### src/rtl/instr_fetch_unit.sv
`default_nettype none
// ============================================================================
// Module   : instr_fetch_unit
// Brief    : PC + internal instruction memory fetch stage with stall, branch
//            redirect, halt-on-opcode and an idle-time program-load port.
// Revision : 1.0  initial release
// ============================================================================
module instr_fetch_unit #(
    parameter int         ADDR_W  = 5,
    parameter int         DATA_W  = 32,
    parameter logic [3:0] HALT_OP = 4'hF
) (
    input  logic              clk,
    input  logic              rst,
    input  logic              start,
    input  logic              stall,
    input  logic              branch_en,
    input  logic [ADDR_W-1:0] branch_target,
    input  logic              load_en,
    input  logic [ADDR_W-1:0] load_addr,
    input  logic [DATA_W-1:0] load_data,
    output logic [DATA_W-1:0] instr,
    output logic              instr_valid,
    output logic [ADDR_W-1:0] instr_pc,
    output logic [ADDR_W-1:0] pc,
    output logic              halted
);

    localparam logic [1:0]        S_IDLE  = 2'd0;
    localparam logic [1:0]        S_FETCH = 2'd1;
    localparam logic [1:0]        S_HALT  = 2'd2;
    localparam logic [ADDR_W-1:0] PC_ONE  = {{(ADDR_W-1){1'b0}}, 1'b1};

    logic [1:0]        state;
    logic [DATA_W-1:0] mem [0:(1<<ADDR_W)-1];
    logic [DATA_W-1:0] rd_word;
    logic              mem_we;
    logic              rd_is_halt;

    assign rd_word    = mem[pc];
    assign rd_is_halt = (rd_word[DATA_W-1 -: 4] == HALT_OP);
    // Memory is write-protected while fetching so a running program cannot be torn.
    assign mem_we     = load_en && (state != S_FETCH);

    always_ff @(posedge clk) begin
        if (mem_we) begin
            mem[load_addr] <= load_data;
        end
    end

    always_ff @(posedge clk or posedge rst) begin
        if (rst) begin
            state       <= S_IDLE;
            pc          <= '0;
            instr       <= '0;
            instr_valid <= 1'b0;
            instr_pc    <= '0;
            halted      <= 1'b0;
        end else begin
            case (state)
                S_FETCH: begin
                    if (branch_en) begin
                        pc          <= branch_target;
                        instr_valid <= 1'b0;
                    end else if (!stall) begin
                        instr       <= rd_word;
                        instr_pc    <= pc;
                        instr_valid <= 1'b1;
                        pc          <= pc + PC_ONE;
                        if (rd_is_halt) begin
                            state  <= S_HALT;
                            halted <= 1'b1;
                        end
                    end
                end
                S_HALT: begin
                    if (start) begin
                        state       <= S_FETCH;
                        halted      <= 1'b0;
                        pc          <= '0;
                        instr_valid <= 1'b0;
                    end else if (!stall) begin
                        // Halt word is retired on the first unstalled cycle.
                        instr_valid <= 1'b0;
                    end
                end
                S_IDLE: begin
                    if (start) begin
                        state       <= S_FETCH;
                        pc          <= '0;
                        instr_valid <= 1'b0;
                    end
                end
                default: begin
                    state  <= S_IDLE;
                    halted <= 1'b0;
                end
            endcase
        end
    end

endmodule
`default_nettype wire
### config.mk
export PLATFORM = sky130hd
export DESIGN_NAME = instr_fetch_unit
export DESIGN_NICKNAME = d
export VERILOG_FILES = /design/src/rtl/instr_fetch_unit.sv
export SDC_FILE = /design/constraint.sdc
export NUM_CORES = 1
export LEC_CHECK = 0
export BUFFER_PORTS_ARGS = -buffer_cell sky130_fd_sc_hd__buf_2
export CORE_MARGIN = 1
export CORE_UTILIZATION = 40
export CTS_BUF_LIST = sky130_fd_sc_hd__clkbuf_2
export DETAILED_ROUTE_END_ITERATION = 6
export HOLD_SLACK_MARGIN = 0.08
export PLACE_DENSITY = 0.56
export SYNTH_ARGS = -nofsm -noshare
export SYNTH_HDL_FRONTEND = slang
export SYNTH_SLANG_ARGS = --single-unit
### constraint.sdc
create_clock -name clk -period 3.7 [get_ports clk]
set_clock_uncertainty 0.05 [all_clocks]
set_input_delay 0.925 -clock clk [delete_from_list [all_inputs] [get_ports clk]]
set_output_delay 0.925 -clock clk [all_outputs]
set_load 0.005 [all_outputs]
==> results.sh <==
export IMPL_status="completed"
export IMPL_nNetsFinal=2292
export IMPL_syn_num_nets=1858
export IMPL_grt_setup_unrepaired="false"
export IMPL_seq_area_frac_synth_pct=77.8
export IMPL_drt_pass1_iter_count=5
export IMPL_cp_required_ps=2720
export IMPL_fin_tns_setup_ps=0
export IMPL_cts_root_buf="clkbuf_2"
export IMPL_row_count=117
export IMPL_startpoint_type="register"
export IMPL_cp_slowest_cell="dfrtp_4"
export IMPL_ys_types=43
export IMPL_track_usage_pct=20.1
export IMPL_switchingPower_mw=9.15
export IMPL_cts_tree="done"
export IMPL_routed_via_density=5.39
export IMPL_ys_ff_latch=1070
export IMPL_p_sw_share_pct=30.5
export IMPL_grt_remaining_overflow=0
export IMPL_ys_flop_type="edfxtp_1"
export IMPL_worst_slew_pin_slew_ps=1030
export IMPL_slowest_delay_ps=680
export IMPL_path_buf_inv=3
export IMPL_antenna_found_initial=2
export IMPL_seqPwrFrac_pct=46.8
export IMPL_crit_arrival_ps=2500
export IMPL_yosys_warnings=0
export IMPL_die_area_sq_um=104000
export IMPL_setup_viol=0
export IMPL_cts_max_level=5
export IMPL_synth_edf_count=1024
export IMPL_synth_avg_cell_area_sq_um=22.7
export IMPL_cp_startpoint="pc[0]"
export IMPL_syn_cell_area_sq_um=41000
export IMPL_clockBufferDepth=4
export IMPL_drv_cap=0
export IMPL_core_sq_um=102000
export IMPL_die_w_microns=322
export IMPL_cp_common_cell="buf_6"
export IMPL_final_cell_mix="edfxtp_1, clkbuf_2, mux4_2"
export IMPL_grt_pass1_vias=21870
export IMPL_post_drt_wl_per_cell_microns=26.7
export IMPL_port_buffers=91
export IMPL_grt_pass1_wl_microns=148000
export IMPL_critPathTopFamily="flip-flops"
export IMPL_relSlewSlack_pct=31.3
export IMPL_final_common_cell="edfxtp_1"
export IMPL_fillers=8600
export IMPL_fin_ws_ps=230
export IMPL_vdd_ir_drop_worst_v=0.000422
export IMPL_min_period_ps=3470
export IMPL_drtIter0Drc=1835
export IMPL_hold_viol=0
export IMPL_path_cells="buf_6, buf_12, buf_6"
export IMPL_route_final_wire_length_microns=101000
export IMPL_initial_core_util_pct=40.3
export IMPL_p_clk_share_pct=25.4
export IMPL_drv_slew=0
export IMPL_p_int_mw=20.8
export IMPL_dp_slack_ps=666
export IMPL_globalplace_congestion=0.773
export IMPL_drc=0
export IMPL_drive_above_1_share_pct=38.8
export IMPL_insertion_delay_ps=1380
export IMPL_async_flop_share_pct=4.30
export IMPL_p_per_area_nw_per_um2=638
export IMPL_fmax_ghz=0.288
export IMPL_worstSetupPathType="reg -> out"
export IMPL_hold_start="load_addr[4]"
export IMPL_r2r_start="pc[1]"
export IMPL_p_leak_nw=15.4
export IMPL_dp_hpwl_microns=55800
export IMPL_fin_crit_sh_pct=93.8
export IMPL_die_y_microns=322
export IMPL_power_total_mw=30.0
export IMPL_synthCells=1809
export IMPL_cts_sinks=1070
export IMPL_area_growth_pct=14.4
export IMPL_crit_fanout=12
export IMPL_cts_buffers=282
export IMPL_hp_class="in -> reg"
export IMPL_ant_nets=0
export IMPL_comb_power_share_pct=27.8
export IMPL_vias=20439
export IMPL_grt_max_degree=70
export IMPL_clkTransAtPathRegs_ps=100
export IMPL_cp_end_kind="output pin"
export IMPL_pin_count=92
==> sequential cells by signal, indices dropped and copies added (netlist names) <==
| register | cells |
|---|---|
| pc | 5 |
| mem | 1024 |
| instr_pc | 5 |
| halted | 1 |
| instr_valid | 1 |
| instr | 32 |
| state | 2 |
==> per-layer routing <==
| metal | track usage, % | wire length, microns | vias up |
|---|---|---|---|
| li1 | - | - | 8680 |
| met2 | 32.7 | 50300 | 712 |
| met5 | 0 | 0 | - |
| met3 | 4.23 | 6160 | 101 |
| met1 | 27.3 | 43300 | 10946 |
| met4 | 6.02 | 1470 | 0 |
==> cells in the mapped netlist (6+ instances only) <==
cell      number  share of area, %
a211oi_1      37              0.68
a21oi_1       29              0.35
a221oi_1       8              0.17
buf_2         36              0.44
buf_4         18              0.33
clkbuf_1      30              0.27
dfrtp_1       46               2.8
edfxtp_1    1024                75
mux2i_1       61               1.5
mux4_2       279                15
nand2_1       67              0.61
nand3b_1       6              0.11
nor2_1        42              0.38
nor2b_1       28              0.43
nor3_1         8             0.098
o21ai_1       31              0.38
==> power groups by stage <==
stage                     Sequential [mW]  Combinational [mW]  Clock (mW)
after global placement               14.4                8.04           0
after CTS                            14.0                8.51        7.89
after detailed placement             14.4                8.09           0
after floorplan                      14.0                5.91           0
after global routing                 14.1                8.97        8.49
final                                14.0                8.34        7.60
==> final timing paths <==
check,to,depth (start not counted),slack (ps)
min in group asynchronous,instr[27],5,680
max in group asynchronous,pc[1],5,2120
setup / recovery,pc[0],3,230
hold / removal,mem[26][28],3,310
setup reg to reg,pc[2],7,630
hold reg to reg,instr[15],2,440
==> cells by family after synthesis <==
logic type               count (synthesis)  synth area share, %
multiplexers                           342                 16.9
flip-flops                            1070                 77.8
adder cells (fa/ha/maj)                  1               0.0305
AND/OR/NAND/NOR                        169                 1.92
buffers and inverters                  103                 1.45
AO/OA/AOI/OAI                          124                 1.95
==> per-stage QoR <==
stage | cell area, sq um | hold WS (ps) | utilization [%] | std cells
final | 46900 | 312 | 46.1 | 3789
after global routing | 46900 | 176 | 46.1 | 3789
after CTS | 46900 | 82.7 | 46.1 | 3788
after detailed placement | 44000 | 415 | 43.2 | 3271
after global placement | 44000 | 405 | 43.2 | 3271
after floorplan | 41000 | 420 | - | 1809
==> tightest hold or removal path, stage by stage <==
cell and delay [ps]:
buf_2 140, nand3b_1 350, nor2_4 120
==> timing repair <==
| item | 4_1_cts | 5_1_grt |
|---|---|---|
| buffers inserted | 5 | 0 |
| resized for setup | 6 | 0 |
| endpoints found under the setup margin | 4 | 0 |
| endpoints found under the hold margin | 1096 | 0 |
| hold buffers | 51 | 0 |
==> area by class of cell <==
cell class                      count  area [sq um]  area share, %
Multi-Input combinational cell    636          8760           18.7
Clock inverter                     64           330          0.704
Clock buffer                      397          1990           4.23
Tap cell                         1368          1710           3.65
Antenna cell                        1          2.50        0.00533
Inverter                            5          18.8         0.0400
Sequential cell                  1070         31900           68.0
Timing Repair Buffer              248          2190           4.67
Note: power is estimated with default switching activity, not from simulation.
